<file path="config.mk">
export PLATFORM = sky130hd
export DESIGN_NAME = pipe_stage_reg
export DESIGN_NICKNAME = d
export VERILOG_FILES = /design/src/rtl/pipe_stage_reg.sv
export SDC_FILE = /design/constraint.sdc
export NUM_CORES = 1
export LEC_CHECK = 0
export ABC_AREA = 1
export BUFFER_PORTS_ARGS = -buffer_cell sky130_fd_sc_hd__buf_4
export CAP_MARGIN = 20
export CORE_MARGIN = 2
export CORE_UTILIZATION = 23
export DETAILED_ROUTE_END_ITERATION = 8
export PLACE_DENSITY = 0.44
export SLEW_MARGIN = 0
export SYNTH_ARGS = -nofsm -noshare
export SYNTH_HDL_FRONTEND = slang
export SYNTH_SLANG_ARGS = --single-unit
</file>
<file path="constraint.sdc">
create_clock -name clk -period 3.1 [get_ports clk]
set_input_delay 0.465 -clock clk [delete_from_list [all_inputs] [get_ports clk]]
set_output_delay 0.465 -clock clk [all_outputs]
set_load 0.1 [all_outputs]
</file>
<file path="src/rtl/pipe_stage_reg.sv">
// Pipeline boundary register between two stages.
// Carries an opaque payload plus valid and delay-slot flags. A stall vector
// selects advance, bubble or hold. A flush clears the boundary and takes
// priority over every stall combination. Saturating counters record bubble,
// hold and flush cycles for performance tracing.
module pipe_stage_reg #(
  parameter int unsigned       DATA_W    = 64,
  parameter logic [DATA_W-1:0] NOP_VALUE = {DATA_W{1'b0}},
  parameter int unsigned       STALL_W   = 6,
  parameter int unsigned       STAGE     = 2,
  parameter int unsigned       CNT_W     = 8
) (
  input  logic               clk,
  input  logic               rst,
  input  logic [STALL_W-1:0] stall,
  input  logic               flush,
  input  logic               in_valid,
  input  logic [DATA_W-1:0]  in_payload,
  input  logic               in_delayslot,
  input  logic               next_delayslot_i,
  input  logic               cnt_clr,
  output logic               out_valid,
  output logic [DATA_W-1:0]  out_payload,
  output logic               out_delayslot,
  output logic               is_in_delayslot_o,
  output logic [CNT_W-1:0]   bubble_cnt,
  output logic [CNT_W-1:0]   hold_cnt,
  output logic [CNT_W-1:0]   flush_cnt
);

  typedef enum logic [1:0] {
    ACT_ADVANCE,
    ACT_BUBBLE,
    ACT_HOLD,
    ACT_FLUSH
  } action_e;

  localparam logic [CNT_W-1:0] CNT_ONE = {{(CNT_W-1){1'b0}}, 1'b1};

  // Count up by one and stick at the all-ones value instead of wrapping.
  function automatic logic [CNT_W-1:0] sat_inc(input logic [CNT_W-1:0] v);
    return (&v) ? v : v + CNT_ONE;
  endfunction

  logic              up;
  logic              dn;
  logic              stall_unused;
  action_e           action;

  logic [DATA_W-1:0] payload_q, payload_d;
  logic              valid_q, valid_d;
  logic              ds_q, ds_d;
  logic              isds_q, isds_d;
  logic [CNT_W-1:0]  bubble_q, bubble_d;
  logic [CNT_W-1:0]  hold_q, hold_d;
  logic [CNT_W-1:0]  flush_q, flush_d;

  // Only the upstream and downstream stop flags matter here.
  assign up           = stall[STAGE];
  assign dn           = stall[STAGE+1];
  assign stall_unused = ^stall;

  // Pick this edge's action. Flush wins, then bubble, then advance, then hold.
  // An advance happens whenever upstream runs, even if downstream is stopped.
  always_comb begin
    action = ACT_HOLD;
    if (flush)          action = ACT_FLUSH;
    else if (up && !dn) action = ACT_BUBBLE;
    else if (!up)       action = ACT_ADVANCE;
  end

  // Next payload and flags for the chosen action.
  always_comb begin
    // NOTE: every output of this block gets a default first, so no path can leave one unassigned and infer a latch.
    payload_d = payload_q;
    valid_d   = valid_q;
    ds_d      = ds_q;
    isds_d    = isds_q;
    case (action)
      ACT_FLUSH: begin
        payload_d = NOP_VALUE;
        valid_d   = 1'b0;
        ds_d      = 1'b0;
        isds_d    = 1'b0;
      end
      ACT_BUBBLE: begin
        payload_d = NOP_VALUE;
        valid_d   = 1'b0;
        ds_d      = 1'b0;
      end
      ACT_ADVANCE: begin
        payload_d = in_payload;
        valid_d   = in_valid;
        ds_d      = in_delayslot;
        isds_d    = next_delayslot_i;
      end
      default: ;
    endcase
  end

  // Next counter values. A clear overrides any increment in the same cycle.
  always_comb begin
    bubble_d = bubble_q;
    hold_d   = hold_q;
    flush_d  = flush_q;
    if (cnt_clr) begin
      bubble_d = '0;
      hold_d   = '0;
      flush_d  = '0;
    end else begin
      case (action)
        ACT_BUBBLE: bubble_d = sat_inc(bubble_q);
        ACT_HOLD:   hold_d   = sat_inc(hold_q);
        ACT_FLUSH:  flush_d  = sat_inc(flush_q);
        default: ;
      endcase
    end
  end

  // State registers. Reset is asynchronous and clears everything at once.
  always_ff @(posedge clk or negedge rst) begin
    if (!rst) begin
      payload_q <= NOP_VALUE;
      valid_q   <= 1'b0;
      ds_q      <= 1'b0;
      isds_q    <= 1'b0;
      bubble_q  <= '0;
      hold_q    <= '0;
      flush_q   <= '0;
    end else begin
      // NOTE: non-blocking assignments keep every flop sampling pre-edge values, so block order cannot matter.
      payload_q <= payload_d;
      valid_q   <= valid_d;
      ds_q      <= ds_d;
      isds_q    <= isds_d;
      bubble_q  <= bubble_d;
      hold_q    <= hold_d;
      flush_q   <= flush_d;
    end
  end

  assign out_payload       = payload_q;
  assign out_valid         = valid_q;
  assign out_delayslot     = ds_q;
  assign is_in_delayslot_o = isds_q;
  assign bubble_cnt        = bubble_q;
  assign hold_cnt          = hold_q;
  assign flush_cnt         = flush_q;

endmodule

</file>
Word level (Yosys, flattened, before mapping)
Index checks and enable logic that the tools add are counted.
Storage, ports and cells
  flip-flop bits (word level): 91
  input port bits: 77
  output and inout bits: 91
  word-level logic and storage cells: 47
Operators by class
  $add $sub $neg: 3
  eq/ne operators: 6
  multiplexer cells: 16
  reductions and logical operators: 15
Operator list (count)
  64-bit one-hot mux with 2 select lines: 1
  8-bit 2-to-1 mux: 9
  8-bit by 1-bit adder with 8-bit output (second input constant): 3
  8-bit AND reduction: 3
  2-bit nonzero test: 5
  2-bit 2-to-1 mux: 3
  2-bit != test (second input constant): 3
  1-bit one-hot mux with 2 select lines: 3
  2-bit AND reduction: 3
  2-bit equality test (second input constant): 2
  2-bit by 1-bit equality test with 1-bit output (second input constant): 1
  2-bit logical NOT: 1
  2-bit OR reduction: 1
  1-bit logical AND: 1
  1-bit logical NOT: 1

Depth between registers and ports, before layout
  depth in word-level cells: 7
  depth in mapped cells: 8

Worst setup path after synthesis
No wires, ideal clock.
  path kind: reg-to-reg
  start point: reg bubble_q[0], in the netlist bubble_cnt[0]
  end point: reg bubble_q[2], in the netlist bubble_cnt[2]
  data arrival time: 1.892 ns
  required time: 2.979 ns
  slack: 1.087 ns
  stages on the path, launching flop included: 9
  period minus slack after synthesis: 2.013 ns
  cell sequence: dfrtp_1 -> ha_1 -> nand2_1 -> nor2_2 -> nand2_1 -> nand2_2 -> inv_1 -> nand3_1 -> nand2_1
On the way
  word-level cells in the longest chain between the ends: 4
  elaborated cells between the ends (all ways): 7
  classes of those cells: add/sub (1); eq/ne (1); mux (3); reduce/logical (2)
RTL lines
  start: declaration: RTL line 54  | logic [CNT_W-1:0] bubble_q, bubble_d;
  start signal: assignment: RTL line 136  | bubble_q <= bubble_d;
  8-bit by 1-bit adder with 8-bit output: RTL line 42  | return (&v) ? v : v + CNT_ONE;
  8-bit 2-to-1 mux: RTL line 42
  8-bit 2-to-1 mux: RTL line 111  | case (action)
  8-bit 2-to-1 mux: RTL line 106  | if (cnt_clr) begin
Several ways; a longest one is shown, not always the timed one. The select of a mux whose other input is x is not followed.
A chain may end at the register's enable or synchronous reset.

Worst setup path in the final report
  start point: reg bubble_q[5], in the netlist bubble_cnt[5]
  end point: out bubble_cnt[5]
RTL lines
  end: declaration: RTL line 26  | output logic [CNT_W-1:0] bubble_cnt,
No word-level cell between the ends.

==> metrics <==
outcome=completed; CTS clk-pin slew, worst paths=0.07 ns; hold buffers post-CTS=0; Fin. Hold Viols=0; GR Overflow Total=0; Synth area leader=dfrtp_1; number of DRC markers in iteration 0=99; Final Cycle Share=52.0%; WP data required=2.63 ns; clock buffer depth=2; Antenna Cells=0; Via density=4.12; ys async rst share=100%; Arr. time, crit path=1.15 ns; Reg2Reg Setup Slack=1.62 ns; most frequent cell after synthesis=nand2_1; crit-path cells=buf_4; All-Layer GR Usage=11.9%; Starting Density=23.4%; DIE HEIGHT=139 um; Max-slew headroom=37.8%; Routed WL per cell=12.7 um; Power Density=531 nW/um2; Nets=724; max incr delay on CP=0.47 ns; Netlist cell types=24; #FFs+latches synth=91; FF-to-FF End=flush_cnt[7]; initial antenna violation count=0; setup TNS=0 ns; Die X=139 um; LEAKAGE=3.21 nW; Final ANT Viol Nets=0; cells after synthesis=484; clock latency on the worst-skew pair=0.34 ns; die area=19300 um2; Syn Area/Cell=8.65 um2; Max Cap Viol=0; Main synth FF type=dfrtp_1; Root Buffer=clkbuf_16; Ports=168; VDD IR-drop max=274 uV; Area Growth Syn to Fin=42.3%; Detailed Route WL=11200 um; setup bufs post-CTS=0; crit-path max FO=7; most instantiated cells after synthesis=nand2_1, dfrtp_1, inv_1; Synth Warn #=0; Detailed Place HPWL=7880 um; CTS tree=done; Pre-Repair DR Iteration Count=4; worst min path class=in -> async; DP Worst Slack=1.33 ns; slowest cell on the critical path=dfrtp_1; fin crit period=1.61 ns; Final Slew Violations=0; sequential-to-total area share from yosys stat=54.4%; Crit Reg-Reg Startpoint=flush_cnt[0]; post-layout worst setup margin=1.49 ns; Worst-Margin Slew=0.932 ns; RSZ-0062 raised after global routing=no; Post-synth EDFFs=0; via count=3615; post-cts repair resize count=0; # fillers=1931; top post-synthesis cells by area=dfrtp_1, nand2_1, inv_1, o21ai_2, o21ai_0; CTS Sinks=91; Synth Cell Area=4190 um2; family with the most delay on the worst path=flip-flops; Buffers on Ports=163; global-route wire length before repair=18800 um; startpoint types=register; # DRC=0; CTS buffer count=9; worst path bufs/invs=1; Final Skew=0.00310 ns; RePlAce Congestion=0.799; R2R depth=8; Setup crit end kind=output port; htree depth=3; row count=49; Crit Path Class=reg -> out; post-synth top area share=54.4%; largest net degree at the start of global routing=68; synthesized net count=564; share of cells above drive strength 1=34.7%; final setup fails=0; vias in the first global route=3579; Max Freq=620 MHz; CORE AREA=17900 um2
==> final cells by class <==
cell class	instances	area (um2)	share of cell area, %
inverters	90	338	5.67
well taps	229	287	4.81
flip-flops and latches	91	2280	38.2
multi-input cells	287	1450	24.4
clock buffers	9	225	3.78
clock inverters	6	115	1.93
repair buffers	165	1260	21.2
==> worst max-delay path by stage <==
stage | startpoint | to | slack (ns) | depth (start not counted)
after global routing | flush_cnt[0] | flush_cnt[7] | 1.42 | 8
after floorplan | bubble_cnt[0] | bubble_cnt[2] | 1.09 | 8
final | bubble_cnt[5] | bubble_cnt[5] | 1.49 | 1
after global placement | flush | out_payload[47] | 1.36 | 7
after detailed placement | flush | out_payload[17] | 1.33 | 7
after CTS | bubble_cnt[5] | bubble_cnt[5] | 1.47 | 1
==> through the flow <==
step           area, um2  std cells  util [%]  total power, W  hold slack [ns]
2_1_floorplan       4190        484         -         0.00172            0.169
3_3_place_gp        5620        862      31.4         0.00193            0.467
3_5_place_dp        5620        862      31.4         0.00193            0.472
4_1_cts             5960        877      33.3         0.00322            0.133
5_1_grt             5960        877      33.3         0.00331            0.163
6_report            5960        877      33.3         0.00316            0.120
==> power by group <==
part | internal [W] | total (W) | switching (W)
registers | 0.00123 | 0.00126 | 0.0000300
clock network | 0.000787 | 0.00126 | 0.000475
logic | 0.000151 | 0.000637 | 0.000486
total | 0.00217 | 0.00316 | 0.000991
==> registers in the layout (all words and copies together) (netlist names) <==
register,cells
is_in_delayslot_o,1
flush_cnt,8
out_payload,64
bubble_cnt,8
hold_cnt,8
out_delayslot,1
out_valid,1
==> cell usage in the layout (no fill, tap or decap), types with 4 or more instances in the layout <==
cell / n
buf_4: 163
clkbuf_16: 9
dfrtp_1: 91
inv_1: 86
inv_2: 4
nand2_1: 141
nand3_1: 26
nand3b_1: 4
nor2_1: 13
o21ai_0: 40
o21ai_1: 7
o21ai_2: 30
xnor2_1: 4
==> metal layers <==
| metal | vias to the layer above | wire length (um) | share of wire (%) | global-route usage, % |
|---|---|---|---|---|
| met5 | - | 0 | 0 | 0 |
| met4 | 0 | 172 | 1.5 | 4.73 |
| met3 | 12 | 712 | 6.4 | 3.45 |
| met2 | 107 | 4910 | 44 | 17.8 |
| met1 | 1691 | 5380 | 48 | 16.4 |
| li1 | 1805 | - | - | - |
==> logic make-up (layout without fill, tap and decap cells) <==
logic type,count (synthesis),count (layout),synth area share [%]
fa+ha+maj,3,3,0.897
xor+xnor,7,7,1.46
flops,91,91,54.4
buf+inv,106,270,10.9
simple gates,196,196,19.9
compound gates,81,81,12.4
(Power assumes the default switching activity.)
